### src/rtl/data_memory_block_if.sv
// Block-transfer handshake between the data cache (master) and the multi-cycle data memory (slave).
interface data_memory_block_if #(
  parameter int ADDR_WIDTH  = 6,
  parameter int BLOCK_BYTES = 4
);
  logic                     read;
  logic                     write;
  logic [ADDR_WIDTH-1:0]    address;
  logic [8*BLOCK_BYTES-1:0] writedata;
  logic [8*BLOCK_BYTES-1:0] readdata;
  logic                     busywait;
  logic                     conflict;

  modport master (
    output read, write, address, writedata,
    input  readdata, busywait, conflict
  );

  modport slave (
    input  read, write, address, writedata,
    output readdata, busywait, conflict
  );
endinterface

### src/rtl/data_memory_block.sv
// Multi-cycle block memory (IDLE/BUSY/DONE) serving whole cache blocks per access.
// Optional DMEM_ACCESS_COUNT_EN adds saturating read_count/write_count outputs.
module data_memory_block #(
  parameter int ADDR_WIDTH  = 6,
  parameter int BLOCK_BYTES = 4,
  parameter int LATENCY     = 5
) (
  input  logic                clock,
  input  logic                reset_n,
  data_memory_block_if.slave  bus
`ifdef DMEM_ACCESS_COUNT_EN
  ,
  output logic [15:0]         read_count,
  output logic [15:0]         write_count
`endif
);

  localparam int DATA_W = 8 * BLOCK_BYTES;
  localparam int DEPTH  = 1 << ADDR_WIDTH;
  localparam int CNT_W  = $clog2(LATENCY + 1);

  typedef enum logic [1:0] {IDLE, BUSY, DONE} state_t;

  state_t                  state_reg;
  logic [CNT_W-1:0]        counter_reg;
  logic [ADDR_WIDTH-1:0]   addr_reg;
  logic [DATA_W-1:0]       wdata_reg;
  logic                    is_write_reg;
  logic [DATA_W-1:0]       readdata_reg;
  logic                    conflict_reg;
  logic [DATA_W-1:0]       mem_reg [DEPTH];

  wire completion = (state_reg == BUSY) && (counter_reg == '0);

  // Memory contents are part of the reset domain, so the array is a register file.
  always_ff @(posedge clock or negedge reset_n) begin
    if (!reset_n) begin
      state_reg    <= IDLE;
      counter_reg  <= '0;
      addr_reg     <= '0;
      wdata_reg    <= '0;
      is_write_reg <= 1'b0;
      readdata_reg <= '0;
      conflict_reg <= 1'b0;
      for (int i = 0; i < DEPTH; i++) begin
        mem_reg[i] <= '0;
      end
    end else begin
      conflict_reg <= 1'b0;
      case (state_reg)
        IDLE: begin
          if (bus.read ^ bus.write) begin
            addr_reg     <= bus.address;
            is_write_reg <= bus.write;
            if (bus.write) begin
              wdata_reg <= bus.writedata;
            end
            counter_reg <= CNT_W'(LATENCY - 1);
            state_reg   <= BUSY;
          end else if (bus.read && bus.write) begin
            conflict_reg <= 1'b1;
          end
        end
        BUSY: begin
          if (counter_reg == '0) begin
            if (is_write_reg) begin
              mem_reg[addr_reg] <= wdata_reg;
            end else begin
              readdata_reg <= mem_reg[addr_reg];
            end
            state_reg <= DONE;
          end else begin
            counter_reg <= counter_reg - CNT_W'(1);
          end
        end
        DONE: begin
          state_reg <= IDLE;
        end
        default: begin
          state_reg <= IDLE;
        end
      endcase
    end
  end

  assign bus.readdata = readdata_reg;
  assign bus.conflict = conflict_reg;
  assign bus.busywait = ((state_reg == IDLE) && (bus.read || bus.write)) || (state_reg == BUSY);

`ifdef DMEM_ACCESS_COUNT_EN
  logic [15:0] read_count_reg;
  logic [15:0] write_count_reg;

  always_ff @(posedge clock or negedge reset_n) begin
    if (!reset_n) begin
      read_count_reg  <= '0;
      write_count_reg <= '0;
    end else if (completion) begin
      if (is_write_reg) begin
        if (write_count_reg != 16'hFFFF) write_count_reg <= write_count_reg + 16'd1;
      end else begin
        if (read_count_reg != 16'hFFFF) read_count_reg <= read_count_reg + 16'd1;
      end
    end
  end

  assign read_count  = read_count_reg;
  assign write_count = write_count_reg;
`else
  wire unused_completion = completion;
`endif

endmodule
### src/flat_wrapper.sv
// flat-port wrapper written by rule: the top's interface ports become plain ports
module data_memory_block_flat 
#(
  parameter int ADDR_WIDTH  = 6,
  parameter int BLOCK_BYTES = 4,
  parameter int LATENCY     = 5
)
  (clock, reset_n, bus_read, bus_write, bus_address, bus_writedata, bus_readdata, bus_busywait, bus_conflict);
  data_memory_block_if #(.ADDR_WIDTH(ADDR_WIDTH), .BLOCK_BYTES(BLOCK_BYTES)) bus_i ();
  input  logic clock;
  input  logic reset_n;
  input wire logic [$bits(bus_i.read)-1:0] bus_read;
  input wire logic [$bits(bus_i.write)-1:0] bus_write;
  input wire logic [$bits(bus_i.address)-1:0] bus_address;
  input wire logic [$bits(bus_i.writedata)-1:0] bus_writedata;
  output wire logic [$bits(bus_i.readdata)-1:0] bus_readdata;
  output wire logic [$bits(bus_i.busywait)-1:0] bus_busywait;
  output wire logic [$bits(bus_i.conflict)-1:0] bus_conflict;
  assign bus_i.read = bus_read;
  assign bus_i.write = bus_write;
  assign bus_i.address = bus_address;
  assign bus_i.writedata = bus_writedata;
  assign bus_readdata = bus_i.readdata;
  assign bus_busywait = bus_i.busywait;
  assign bus_conflict = bus_i.conflict;
  data_memory_block #(.ADDR_WIDTH(ADDR_WIDTH), .BLOCK_BYTES(BLOCK_BYTES), .LATENCY(LATENCY)) u_core (.clock(clock), .reset_n(reset_n), .bus(bus_i));
endmodule
### config.mk
export PLATFORM = sky130hd
export DESIGN_NAME = data_memory_block_flat
export DESIGN_NICKNAME = d
export VERILOG_FILES = /design/src/rtl/data_memory_block_if.sv /design/src/rtl/data_memory_block.sv /design/src/flat_wrapper.sv
export SDC_FILE = /design/constraint.sdc
export NUM_CORES = 2
export LEC_CHECK = 0
export BUFFER_PORTS_ARGS = -buffer_cell sky130_fd_sc_hd__buf_2
export CAP_MARGIN = 30
export CORE_MARGIN = 8
export CORE_UTILIZATION = 55
export CTS_BUF_LIST = sky130_fd_sc_hd__clkbuf_8
export DETAILED_ROUTE_END_ITERATION = 10
export PLACE_DENSITY_LB_ADDON = 0.2
export SYNTH_ARGS = -nofsm -noshare
export SYNTH_HDL_FRONTEND = slang
export SYNTH_SLANG_ARGS = --single-unit
### constraint.sdc
create_clock -name clock -period 2.7 [get_ports clock]
set_input_delay 0.135 -clock clock [delete_from_list [all_inputs] [get_ports clock]]
set_output_delay 0.135 -clock clock [all_outputs]
set_load 0.01 [all_outputs]
==> reports/qor.txt <==
==========================================================================
Status ...................................................... finished, violations left
Violated checks ............................................. negative setup slack
Final setup fails ...........................................           12
Top flip-flop cell by instance count after synthesis ........ sky130_fd_sc_hd__dfrtp_1
Core outline area ...........................................  0.173 sq mm
Final Slew Violations .......................................            0
WL/cell .....................................................      34.5 um
Number of iterations in the first detailed-routing pass .....            5
Die Span Y ..................................................       433 um
Final routed DRC violation total ............................            0
Maximum clock frequency .....................................    0.366 GHz
Sequential-to-total area share from yosys stat ..............        0.556
Measured slew at the worst slew-check pin ...................      1.04 ns
Vias after detailed routing .................................        65945
Count of endpoints failing hold in the final timing report ..            0
Setup slack of the critical path after layout ...............   -0.0333 ns
Starting utilization of the core area .......................        0.552
Final RePlAce weighted congestion ...........................        0.898
Nets in the synthesized netlist .............................         6801
Wire length reported by the detailed router .................    338000 um
Largest register FFs ........................................         2048
Power share of the combinational group ......................        0.354
Number of nets still failing antenna checks after routing ...            0
Sequential Power Share ......................................        0.387
Initial antenna violation count .............................           15
Worst min-delay path startpoint ............................. bus_address[0]
Crit path max fanout ........................................           21
Leakage power figure ........................................      54.2 nW
Number of flip-flops and latches in the synthesized netlist .         2125
Detailed-placement wirelength estimate ......................    211000 um
Max-cap check violation count ...............................            0
Top-level I/O count .........................................           76
Initial DRC Count ...........................................         7637
Period utilization ..........................................         1.01
Highest ir drop seen on vdd .................................   0.000826 V
Setup repair after global routing missed its margin .........         true
Overall fraction of global-route tracks in use ..............        0.356
CTS H-tree lvls .............................................            5
Most area-hungry cell type in the Yosys netlist ............. sky130_fd_sc_hd__dfrtp_1
Final net count .............................................         7251
Post-synthesis async set-or-reset flop share ................         1.00
Die Footprint ...............................................  0.188 sq mm
Area of the mapped netlist .................................. 0.0957 sq mm
First-pass GRT wire length ..................................    487000 um
Final std cell area, no fill ................................  0.112 sq mm
Number of buffers on the longest clock path .................            4
Netlist cell types ..........................................           61
CTS Sinks ...................................................         2125
Number of CTS-inserted buffers ..............................          368
Most numerous cell in the Yosys netlist ..................... sky130_fd_sc_hd__dfrtp_1
Overall power after layout ..................................       110 mW
Pin count of the biggest net entering global routing ........          131
Worst reg2reg path startpoint ............................... u_core.addr_reg[0]
Total of warnings raised by yosys ...........................            0
Time the worst path needs with I/O delays and setup .........      2.73 ns
Relative contribution of the clock network to total power ...        0.259
Clk root buf ................................................ sky130_fd_sc_hd__clkbuf_8
Slew margin rel. ............................................        0.309
Fraction of layout instances using a drive strength above 1 .        0.479
Internal power component ....................................      68.8 mW
Clock Pin Slew Worst Setup and Hold Paths ...................      0.06 ns
Synth Area per Inst .........................................   14.2 sq um
Latest clock arrival within the worst-skew pair .............      1.11 ns
Filler instances ............................................        12791
WP data required ............................................      3.67 ns
Critical path class .........................................   reg -> reg
TritonCTS clock tree ........................................         done
Power per cell area .........................................  982 mW/mm^2
Congestion Overflow GR ......................................            0
Critical path data arrival time .............................      3.70 ns
Beginning of the critical path .............................. u_core.addr_reg[0]
Count of buffers from port buffering ........................           75
Synthesized instance count ..................................         6755
Area share of the largest cell type after synthesis .........        0.556
Critical path startpoint category ...........................     register
Top area cells in the synthesized netlist ................... sky130_fd_sc_hd__dfrtp_1, sky130_fd_sc_hd__mux2_2, sky130_fd_sc_hd__mux2i_1, sky130_fd_sc_hd__mux4_2, sky130_fd_sc_hd__a221oi_1
Number of synthesized flops with an enable pin ..............            0
Area after DPL ..............................................  0.103 sq mm
Maximum clock skew at final layout ..........................    0.0739 ns
Area growth from synthesis to final layout ..................        17.2%
Commonest cells in the synthesized netlist .................. sky130_fd_sc_hd__dfrtp_1, sky130_fd_sc_hd__mux2_2, sky130_fd_sc_hd__mux2i_1
Width of the die ............................................       433 um
Via density per instance ....................................         6.73
Switching Share .............................................        0.375
Kind of end point of the critical path ......................     register
Vias in the first global route ..............................        66669
Type of the tightest min-delay check ........................    in -> reg
Switching power of the nets .................................      41.3 mW
Number of cell rows .........................................          153
==========================================================================
## layout make-up
class | instances | area [sq um] | area share
Clock inverter | 175 | 768 | 0.00685
Antenna cell | 9 | 22.5 | 0.000201
Timing Repair Buffer | 789 | 9000 | 0.0803
Multi-Input combinational cell | 3912 | 39900 | 0.356
Inverter | 9 | 38.8 | 0.000346
Tap cell | 2325 | 2910 | 0.0259
Clock buffer | 457 | 6290 | 0.0561
Sequential cell | 2125 | 53200 | 0.475
## cells by family (layout without fill, tap and decap cells)
group,count (synthesis),after routing,share of synthesized area
other,0,9,0
buffers and inverters,718,1430,0.0345
muxes,2677,2677,0.326
adders and majority gates,4,4,0.000523
DFF,2125,2125,0.556
AOI/OAI and AO/OA,835,835,0.0648
and+or+nand+nor,396,396,0.0186
## layer usage
| layer | routed length, um | track usage | share of wire |
|---|---|---|---|
| met5 | 62 | 0 | 0.00018 |
| met4 | 22100 | 0.196 | 0.065 |
| met3 | 33400 | 0.0922 | 0.099 |
| met2 | 148000 | 0.523 | 0.44 |
| met1 | 134000 | 0.486 | 0.40 |
## worst max-delay path, stage by stage, from the launching register on
cell	delay, ns
sky130_fd_sc_hd__dfrtp_4	0.50
sky130_fd_sc_hd__buf_4	0.28
sky130_fd_sc_hd__buf_16	0.22
sky130_fd_sc_hd__buf_12	0.22
sky130_fd_sc_hd__mux4_2	0.53
sky130_fd_sc_hd__mux2i_1	0.29
sky130_fd_sc_hd__o221ai_2	0.20
sky130_fd_sc_hd__o32a_1	0.32
## power groups by stage
| stage | Sequential [mW] | Clock (mW) | Combinational (mW) |
|---|---|---|---|
| 2_1_floorplan | 40.3 | 0 | 21.9 |
| 3_3_place_gp | 43.1 | 0 | 35.4 |
| 3_5_place_dp | 43.0 | 0 | 36.7 |
| 4_1_cts | 42.5 | 28.8 | 37.6 |
| 5_1_grt | 43.2 | 30.3 | 40.3 |
| 6_report | 42.6 | 28.5 | 39.0 |
## worst paths after layout
| path | end | slack [ns] | depth (start not counted) |
|---|---|---|---|
| min | u_core.addr_reg[0] | 0.1 | 4 |
| min in group asynchronous | u_core.mem_reg[251] | 0.18 | 3 |
| min reg2reg | u_core.mem_reg[804] | 0.50 | 1 |
| max reg2reg | u_core.bus.readdata[30] | -0.03 | 7 |
| max | u_core.bus.readdata[30] | -0.03 | 7 |
| max in group asynchronous | u_core.wdata_reg[15] | 1.29 | 4 |
## per-stage QoR
step / cells / TNS, ns / utilization / hold slack, ns / setup slack (ns)
floorplan: 6755 / 0 / - / -0.161 / 0.490
global placement: 9013 / -2.10 / 0.595 / 0.113 / -0.511
detailed placement: 9020 / -1.18 / 0.596 / 0.0991 / -0.365
CTS: 9782 / 0 / 0.645 / 0.00700 / 0.00490
global route: 9793 / -0.245 / 0.646 / 0.0703 / -0.0841
finish: 9801 / -0.144 / 0.647 / 0.0959 / -0.0333
## repair_timing
item                                     CTS  global route
endpoints found under the hold margin   2169             0
gates resized for setup                   22            28
cloned                                     2             3
hold buffers                             116             0
setup buffers                             12             7
pin swaps                                  1             4
endpoints found under the setup margin    22           386
## cells in the final DEF, fill, tap and decap left out, types with 8 or more instances in the layout
| cell | netlist | final |
|---|---|---|
| sky130_fd_sc_hd__and3_1 | 10 | 8 |
| sky130_fd_sc_hd__a22oi_1 | 177 | 176 |
| sky130_fd_sc_hd__dfrtp_2 | 0 | 29 |
| sky130_fd_sc_hd__mux4_2 | 137 | 137 |
| sky130_fd_sc_hd__nand2_2 | 0 | 10 |
| sky130_fd_sc_hd__a211oi_1 | 9 | 9 |
| sky130_fd_sc_hd__nor2_1 | 177 | 116 |
| sky130_fd_sc_hd__nor3_1 | 13 | 11 |
| sky130_fd_sc_hd__nor2_4 | 0 | 60 |
| sky130_fd_sc_hd__o32a_1 | 28 | 28 |
| sky130_fd_sc_hd__buf_2 | 263 | 75 |
| sky130_fd_sc_hd__nand3_1 | 59 | 57 |
| sky130_fd_sc_hd__a22o_1 | 18 | 18 |
| sky130_fd_sc_hd__o21ai_1 | 3 | 13 |
| sky130_fd_sc_hd__buf_12 | 1 | 220 |
| sky130_fd_sc_hd__diode_2 | 0 | 9 |
| sky130_fd_sc_hd__inv_1 | 8 | 150 |
| sky130_fd_sc_hd__mux2i_1 | 410 | 410 |
| sky130_fd_sc_hd__o22ai_1 | 93 | 93 |
| sky130_fd_sc_hd__dlygate4sd3_1 | 0 | 115 |
| sky130_fd_sc_hd__a21oi_1 | 60 | 59 |
| sky130_fd_sc_hd__buf_6 | 17 | 9 |
| sky130_fd_sc_hd__buf_4 | 32 | 360 |
| sky130_fd_sc_hd__mux2_2 | 2123 | 2123 |
| sky130_fd_sc_hd__a31oi_1 | 23 | 23 |
| sky130_fd_sc_hd__clkbuf_8 | 0 | 457 |
| sky130_fd_sc_hd__nand4_1 | 18 | 18 |
| sky130_fd_sc_hd__dfrtp_1 | 2125 | 2093 |
| sky130_fd_sc_hd__clkinv_2 | 0 | 21 |
| sky130_fd_sc_hd__a221o_1 | 10 | 10 |
| sky130_fd_sc_hd__o21ai_0 | 106 | 95 |
| sky130_fd_sc_hd__nand2_1 | 78 | 68 |
| sky130_fd_sc_hd__a221oi_1 | 260 | 254 |
(Power assumes the default switching activity.)
